$ cat src/rtl/audio_pkg.sv
// Shared definitions for the audio sample path.
//   clog2     : ceiling log2 helper
//   work_w    : internal working width for a width converter
//   SAT_CNT_W : width of saturation event counters
package audio_pkg;

  localparam int unsigned SAT_CNT_W = 16;

  function automatic int unsigned clog2(input int unsigned value);
    int unsigned res;
    res = 0;
    while ((32'd1 << res) < value) begin
      res++;
    end
    return res;
  endfunction

  // Wide enough that any extended sample shifted left by the maximum distance
  // still fits with a spare sign bit, so saturation sees the true value.
  function automatic int unsigned work_w(input int unsigned in_width,
                                         input int unsigned out_width,
                                         input int unsigned shift_w);
    int unsigned widest;
    widest = (in_width > out_width) ? in_width : out_width;
    return widest + (32'd1 << shift_w) + 1;
  endfunction

endpackage

$ cat src/rtl/sat_clamp.sv
// Combinational clamp of a WORK_W-bit value to OUT_WIDTH bits.
//   value     : input, two's complement when is_signed = 1, unsigned otherwise
//   is_signed : selects signed or unsigned output range
//   clamped   : value limited to the OUT_WIDTH range
//   sat       : 1 when value was outside the range and got clamped
module sat_clamp #(
  parameter int unsigned WORK_W    = 41,
  parameter int unsigned OUT_WIDTH = 24
) (
  input  logic [WORK_W-1:0]    value,
  input  logic                 is_signed,
  output logic [OUT_WIDTH-1:0] clamped,
  output logic                 sat
);

  logic [WORK_W-OUT_WIDTH:0]   s_upper;  // bits that must all match the sign bit
  logic [WORK_W-OUT_WIDTH-1:0] u_upper;  // bits that must all be zero

  assign s_upper = value[WORK_W-1:OUT_WIDTH-1];
  assign u_upper = value[WORK_W-1:OUT_WIDTH];

  always_comb begin
    clamped = value[OUT_WIDTH-1:0];
    sat     = 1'b0;
    if (is_signed) begin
      if (!(&s_upper) && (|s_upper)) begin
        sat     = 1'b1;
        clamped = value[WORK_W-1] ? {1'b1, {(OUT_WIDTH-1){1'b0}}}
                                  : {1'b0, {(OUT_WIDTH-1){1'b1}}};
      end
    end else if (|u_upper) begin
      sat     = 1'b1;
      clamped = '1;
    end
  end

endmodule

$ cat src/rtl/sample_width_conv.sv
// Audio sample width converter: extend (signed/unsigned), shift (gain) and
// saturate IN_WIDTH-bit samples to OUT_WIDTH bits through a 2-stage elastic
// valid/ready pipeline.
//   clk, reset            : clock, asynchronous active-high reset
//   in_valid/in_ready     : input handshake
//   in_data, in_signed,
//   shift_dir, shift_amt  : sample and per-sample mode, captured together
//   out_valid/out_ready   : output handshake
//   out_data, out_sat     : converted sample and clamp flag
// Optional macro SAMPLE_WIDTH_CONV_SAT_CNT_EN adds sat_clr (in) and
// sat_count (out), a sticky count of saturated output transfers.
module sample_width_conv
  import audio_pkg::*;
#(
  parameter int unsigned IN_WIDTH  = 16,
  parameter int unsigned OUT_WIDTH = 24,
  parameter int unsigned SHIFT_W   = 4
) (
  input  logic                 clk,
  input  logic                 reset,
  input  logic                 in_valid,
  output logic                 in_ready,
  input  logic [IN_WIDTH-1:0]  in_data,
  input  logic                 in_signed,
  input  logic                 shift_dir,
  input  logic [SHIFT_W-1:0]   shift_amt,
  output logic                 out_valid,
  input  logic                 out_ready,
  output logic [OUT_WIDTH-1:0] out_data,
  output logic                 out_sat
`ifdef SAMPLE_WIDTH_CONV_SAT_CNT_EN
  ,
  input  logic                 sat_clr,
  output logic [SAT_CNT_W-1:0] sat_count
`endif
);

  localparam int unsigned WORK_W = work_w(IN_WIDTH, OUT_WIDTH, SHIFT_W);
  localparam int unsigned EXT_W  = WORK_W - IN_WIDTH;

  // Stage 1 state
  logic               s1_valid_q;
  logic [WORK_W-1:0]  s1_data_q;
  logic               s1_signed_q;
  logic               s1_dir_q;
  logic [SHIFT_W-1:0] s1_amt_q;

  // Stage 2 state
  logic                 out_valid_q;
  logic [OUT_WIDTH-1:0] out_data_q;
  logic                 out_sat_q;

  logic                 s2_load;
  logic                 in_xfer;
  logic [WORK_W-1:0]    in_ext;
  logic [WORK_W-1:0]    shifted;
  logic [OUT_WIDTH-1:0] clamped;
  logic                 clamp_sat;

  assign s2_load  = !out_valid_q || out_ready;
  assign in_ready = !s1_valid_q || s2_load;
  assign in_xfer  = in_valid && in_ready;

  // Sign bit replicated only for signed samples; zero fill otherwise.
  assign in_ext = {{EXT_W{in_data[IN_WIDTH-1] & in_signed}}, in_data};

  always_ff @(posedge clk or posedge reset) begin
    if (reset) begin
      s1_valid_q  <= 1'b0;
      s1_data_q   <= '0;
      s1_signed_q <= 1'b0;
      s1_dir_q    <= 1'b0;
      s1_amt_q    <= '0;
    end else if (in_xfer) begin
      s1_valid_q  <= 1'b1;
      s1_data_q   <= in_ext;
      s1_signed_q <= in_signed;
      s1_dir_q    <= shift_dir;
      s1_amt_q    <= shift_amt;
    end else if (s2_load) begin
      s1_valid_q  <= 1'b0;
    end
  end

  // Arithmetic right shift floors signed values; unsigned ones use logical.
  always_comb begin
    shifted = '0;
    if (!s1_dir_q) begin
      shifted = s1_data_q << s1_amt_q;
    end else if (s1_signed_q) begin
      shifted = $unsigned($signed(s1_data_q) >>> s1_amt_q);
    end else begin
      shifted = s1_data_q >> s1_amt_q;
    end
  end

  sat_clamp #(
    .WORK_W    (WORK_W),
    .OUT_WIDTH (OUT_WIDTH)
  ) u_sat_clamp (
    .value     (shifted),
    .is_signed (s1_signed_q),
    .clamped   (clamped),
    .sat       (clamp_sat)
  );

  always_ff @(posedge clk or posedge reset) begin
    if (reset) begin
      out_valid_q <= 1'b0;
      out_data_q  <= '0;
      out_sat_q   <= 1'b0;
    end else if (s2_load) begin
      out_valid_q <= s1_valid_q;
      if (s1_valid_q) begin
        out_data_q <= clamped;
        out_sat_q  <= clamp_sat;
      end
    end
  end

  assign out_valid = out_valid_q;
  assign out_data  = out_data_q;
  assign out_sat   = out_sat_q;

`ifdef SAMPLE_WIDTH_CONV_SAT_CNT_EN
  logic [SAT_CNT_W-1:0] sat_count_q;

  always_ff @(posedge clk or posedge reset) begin
    if (reset) begin
      sat_count_q <= '0;
    end else if (sat_clr) begin
      sat_count_q <= '0;
    end else if (out_valid_q && out_ready && out_sat_q && (sat_count_q != '1)) begin
      sat_count_q <= sat_count_q + 1'b1;
    end
  end

  assign sat_count = sat_count_q;
`endif

endmodule

$ cat config.mk
export PLATFORM = sky130hd
export DESIGN_NAME = sample_width_conv
export DESIGN_NICKNAME = d
export VERILOG_FILES = /design/src/rtl/audio_pkg.sv /design/src/rtl/sat_clamp.sv /design/src/rtl/sample_width_conv.sv
export SDC_FILE = /design/constraint.sdc
export NUM_CORES = 1
export LEC_CHECK = 0
export BUFFER_PORTS_ARGS = -buffer_cell sky130_fd_sc_hd__buf_2
export CORE_ASPECT_RATIO = 1.4
export CORE_MARGIN = 4
export CORE_UTILIZATION = 50
export CTS_CLUSTER_SIZE = 14
export DETAILED_ROUTE_END_ITERATION = 8
export GPL_ROUTABILITY_DRIVEN = 0
export PLACE_DENSITY = 0.71
export SYNTH_ARGS = -nofsm -noshare
export SYNTH_HDL_FRONTEND = slang
export SYNTH_SLANG_ARGS = --single-unit
$ cat constraint.sdc
create_clock -name clk -period 4.3 [get_ports clk]
set_input_delay 0.43 -clock clk [delete_from_list [all_inputs] [get_ports clk]]
set_output_delay 0.43 -clock clk [all_outputs]
set_load 0.02 [all_outputs]
# ---- Word-level counts from Yosys, hierarchy flattened
# Index checks and enable logic that the tools add are counted.
# Widths: inputs -> output; s select.
dict set report totals {
  regBits 50
}
dict set report classes {
  shift 3
  n_mux 11
  bitwise 1
  reduce_logical 12
}
# operator count
set ops {}
lappend ops {{$mux 24} 4}
lappend ops {{$mux 41} 2}
lappend ops {{$shl 41x4->41} 1}
lappend ops {{$shr 41x4->41} 1}
lappend ops {{$sshr 17x4->41} 1}
lappend ops {{$reduce_and 18->1} 1}
lappend ops {{$reduce_or 18->1} 1}
lappend ops {{$reduce_or 17->1} 1}
lappend ops {{$mux 1} 5}
lappend ops {{$logic_not 1->1} 3}
lappend ops {{$logic_and 1x1->1} 2}
lappend ops {{$logic_or 1x1->1} 2}
lappend ops {{$reduce_and 2->1} 1}
lappend ops {{$reduce_bool 2->1} 1}
lappend ops {{$and 1x1->1} 1}

# ---- Depth between registers and ports, before layout
dict set report depth {
  depth_word 8
  mapped_depth 11
  mapped_depth_nobuf 7
}

# ---- Hierarchy
# Synthesis repeated with hierarchy kept, for this count alone.
dict set report unflattened {
  hier_cells 454
  area_unflattened_um2 4511.8
}
# module instances cells_each area_each_um2 seq_area_each_um2
set modules_own_cells {}
lappend modules_own_cells {sample_width_conv 1 406 4179.0 1251.2}
lappend modules_own_cells {sat_clamp 1 48 332.8 0.0}

# ---- Least setup slack after synthesis
# OpenSTA, ideal clock, no wires.
dict set report synth_path {
  path_kind {register -> register}
  from {register s1_amt_q[2]}
  to {register out_data_q[21], in the netlist out_data[21]}
  arrival_ps 2744
  required_ps 4177
  slack_ps 1433
  path_stages_with_launch 9
  path_cell_list {dfrtp_1 -> buf_2 -> mux4_2 -> mux2_2 -> o32a_1 -> or4_4 -> o22ai_4 -> o2111ai_2 -> o221a_1}
}
dict set report synth_between {
  elab_chain_cells 8
  elab_cells_between_ends 14
}
# item line
set synth_rtl {}
lappend synth_rtl {{from (decl)} sample_width_conv.sv:46} ;# logic [SHIFT_W-1:0] s1_amt_q;
lappend synth_rtl {{from (signal assigned)} sample_width_conv.sv:79} ;# s1_amt_q <= shift_amt;
lappend synth_rtl {{$shr 41x4->41 / $sshr 17x4->41 (equally long branches)} {sample_width_conv.sv:93, sample_width_conv.sv:91}}
lappend synth_rtl {{$mux 41} sample_width_conv.sv:90} ;# end else if (s1_signed_q) begin
lappend synth_rtl {{$mux 41 (*)} sample_width_conv.sv:88} ;# if (!s1_dir_q) begin
lappend synth_rtl {{$reduce_and 18->1} sat_clamp.sv:26} ;# if (!(&s_upper) && (|s_upper)) begin
lappend synth_rtl {{$logic_not 1->1} sat_clamp.sv:26}
lappend synth_rtl {{$logic_and 1x1->1} sat_clamp.sv:26}
lappend synth_rtl {{$mux 24} sat_clamp.sv:26}
lappend synth_rtl {{$mux 24 (*)} sat_clamp.sv:25} ;# if (is_signed) begin
lappend synth_rtl {{to (signal assigned)} sample_width_conv.sv:115} ;# out_data_q <= clamped;
lappend synth_rtl {{to (decl)} sample_width_conv.sv:50} ;# logic [OUT_WIDTH-1:0] out_data_q;
# Mark *: on every way between the ends. The rest lies on a longest branch, timed or not.
# A chain may end at the register's enable or synchronous reset.

# ---- Final worst setup path
dict set report layout_path {
  from {register, netlist name s1_data_q[16]}
  to {register out_data_q[19], in the netlist out_data[19]}
}
dict set report layout_between {
  elab_chain_cells 8
  elab_cells_between_ends 14
}
# item line
set layout_rtl {}
lappend layout_rtl {{$shr 41x4->41 / $sshr 17x4->41 (equally long branches)} {sample_width_conv.sv:93, sample_width_conv.sv:91}}
lappend layout_rtl {{$mux 41} sample_width_conv.sv:90}
lappend layout_rtl {{$mux 41 (*)} sample_width_conv.sv:88}
lappend layout_rtl {{$reduce_and 18->1} sat_clamp.sv:26}
lappend layout_rtl {{$logic_not 1->1} sat_clamp.sv:26}
lappend layout_rtl {{$logic_and 1x1->1} sat_clamp.sv:26}
lappend layout_rtl {{$mux 24} sat_clamp.sv:26}
lappend layout_rtl {{$mux 24 (*)} sat_clamp.sv:25}
# Marks and branches as above.

==> reports/results.ini <==
[synth]
synth.area.top_cells = dfrtp_1, mux2_2, mux2i_1, mux4_2, nand2_1
ys_types = 56
ys.flop_type = dfrtp_1
ys_seq_area_share_pct = 31.4
synthesis.area_sq_mm = 0.00398
syn-mean-instance-area_sq_um = 9.02
postSynthNetCount = 467
synthArstFlopShare_pct = 100
synth_edf_count = 0
synth-seq-cells = 50
yosysTopAreaCell = dfrtp_1
netlist.area_leader.share_pct = 31.4
syn-instance-count = 441
ys.warnings.count = 0

[clocking]
cts_max_level = 2
insertion_delay_ns = 0.32
cts_tree = built
postCtsSetupRepairBufs = 0
holdBufCountCts = 0
path_clk_slew_ns = 0.09
cts_max_path_buffers = 2
cts_root_buffer = clkbuf_8
cts.sinks = 50
post_cts_resized = 0
cts_made_buffers = 5

[drt]
drc_errors = 0
met1Wirelength_mm = 4.10
drt-total-wl_mm = 10.0
top_layer = met4
wl_per_cell_um = 17.7
drtIter0Drc = 370
met2_length_mm = 4.95
vias = 3576
met3_length_um = 660
antenna_violating_nets_post_route = 0
drtPass1Iterations = 6
via_per_inst = 6.33

[run_status]
status = finished clean

[worst_hold_path]
hold_path_class = input pin to async pin

[timing]
finalCritPeriodShare_pct = 76.8
rsz0062_at_grt = false
period_minus_slack_ns = 3.30
holdWs_ns = 0.266
slew-limit-headroom_pct = 26.0
worst_pin_slew_ns = 1.11
setup_viol_count_final = 0
setup_ws_ns = 0.999
drv_slew = 0
clock.fmax_mhz = 303
clock_skew_ns = 0.00732
hold_viol_final = 0
fin_setup_tns_ns = 0

[power_and_ir_drop]
power_per_cell_area_mw_per_mm2 = 487
power.leakage_nw = 1.76
ir_drop_mv = 0.218

[placement]
portBuffers = 52
dpl.hpwl_mm = 7.53
pre_cts_ws_ns = 1.05

[global_route]
grtUsageTotal_pct = 21.9
grt_pass1_wl_mm = 17.0
first_global_vias = 3384
antenna_found_initial = 0
grt_max_degree = 51
overflow = 0

[layout]
area_growth_pct = 9.78
drive_above_1_share_pct = 26.0
n_fill_cell = 712
n_antenna_cell = 0
fin_nets = 491
multi_input_area_sq_mm = 0.00253
seq_area_sq_mm = 0.00125

[setup_path]
slowest_stage = dfrtp_1
cp_max_fo = 27
setup.worst_path.end_class = flop
path_class = flop to flop
path_cells = mux4_2 > mux2_2 > o32a_1 > or4_4 > o22ai_4 > o2111ai_2 > o221a_1
startpoint_type = flop
arrival_ns = 3.51
worst_ep_required_time_ns = 4.50
cpPeakStageDelay_ns = 0.67

[die]
start_util_pct = 51.3
die_area_sq_mm = 0.00947
die_h_um = 114
ios = 53
num_rows = 38
die_w_um = 83.4
core_sq_mm = 0.00775

[job]
maxCapViolCount = 0

power breakdown:
group	switching (mW)	internal [mW]
Combinational	0.621	0.457
Clock	0.153	0.186
Sequential	0.120	0.591
Total	0.894	1.23
flip-flops by register name, indices dropped and copies added, names as in the netlist:
signal       count
s1_signed_q      1
out_data        24
s1_dir_q         1
s1_data_q       17
s1_amt_q         4
out_valid        1
out_sat          1
s1_valid_q       1
stage by stage:
stage	cell area (sq um)	util [%]	instances	total power, mW
2_1_floorplan	3980	-	441	1.51
3_3_place_gp	4260	54.9	558	1.77
3_5_place_dp	4260	54.9	558	1.79
4_1_cts	4370	56.4	565	2.13
5_1_grt	4370	56.4	565	2.27
6_report	4370	56.4	565	2.13
per-layer routing:
metal	track usage, %	up-vias
li1	-	1712
met5	0	-
met1	27.9	1674
met2	37.3	161
met3	3.47	29
met4	9.05	0
cells in the mapped netlist, drive strengths merged (4+ instances only):
cell    count
o211ai      6
a21oi      22
inv         6
nor3        8
dfrtp      50
o22a        4
mux2       38
o221a      14
nor2b       8
nand2b      9
nand2      46
o22ai       9
a211oi      7
mux4        9
clkbuf     33
nor2       41
a22oi       5
and2        5
mux2i      30
buf        11
o21ai      26
o32a        4
o31ai       4
critical path: cells and delay by family, from the launching register on:
family           cells  cell delay [ns]
AO/OA/AOI/OAI        4             1.10
multiplexers         2             0.87
flip-flops           1             0.67
AND/OR/NAND/NOR      1             0.56
placed cells by master, fill, tap and decap left out, types with 3 or more instances in the layout:
master    count
o311ai_0      3
clkbuf_8      6
o211ai_1      6
nand2b_1      9
mux4_2        9
nor3_1        8
nor2b_1       8
o21ai_0      23
o31a_1        3
o21ai_1       3
a21o_1        3
dfrtp_1      49
a31oi_1       3
a221oi_1      3
mux2_2       36
buf_2        52
a211oi_1      7
o22a_1        4
o31ai_1       4
and2_1        5
mux2i_1      30
buf_4         9
o221a_1      12
inv_1         5
nand2_1      46
o32a_1        4
nand3_1       3
a21oi_1      22
o22ai_1       8
nor2_1       41
a22oi_1       5
cells by family (layout without fill, tap and decap cells):
family / count (synthesis) / count (layout) / synth area share (%)
AND/OR/NAND/NOR: 130 / 130 / 15.1
flip-flops: 50 / 50 / 31.4
AO/OA/AOI/OAI: 134 / 134 / 25.0
multiplexers: 77 / 77 / 23.4
buffers and inverters: 50 / 74 / 5.03
worst paths after layout:
check / start / to / slack [ns] / depth (start not counted)
worst min register to register: out_data[23]$_DFFE_PP0P_ / out_data[23]$_DFFE_PP0P_ / 0.48 / 2
max in group asynchronous: reset / s1_amt_q[0]$_DFFE_PP0P_ / 3.60 / 3
min in group clk: in_valid / s1_valid_q$_DFFE_PP0P_ / 0.31 / 2
worst max register to register: s1_data_q[16]$_DFFE_PP0P_ / out_data[19]$_DFFE_PP0P_ / 1.0 / 7
worst max-delay path: s1_data_q[16]$_DFFE_PP0P_ / out_data[19]$_DFFE_PP0P_ / 1.0 / 7
worst min-delay path: reset / out_valid$_DFFE_PP0P_ / 0.27 / 3
cell type report:
type,instances,area share (%)
clock buffer,6,1.89
clock inverter,1,0.687
inverter,6,0.516
multi-input combinational,341,57.9
sequential,50,28.7
tap,100,2.86
timing repair buffer,61,7.51
No activity file was read; power rests on OpenSTA's default activity.
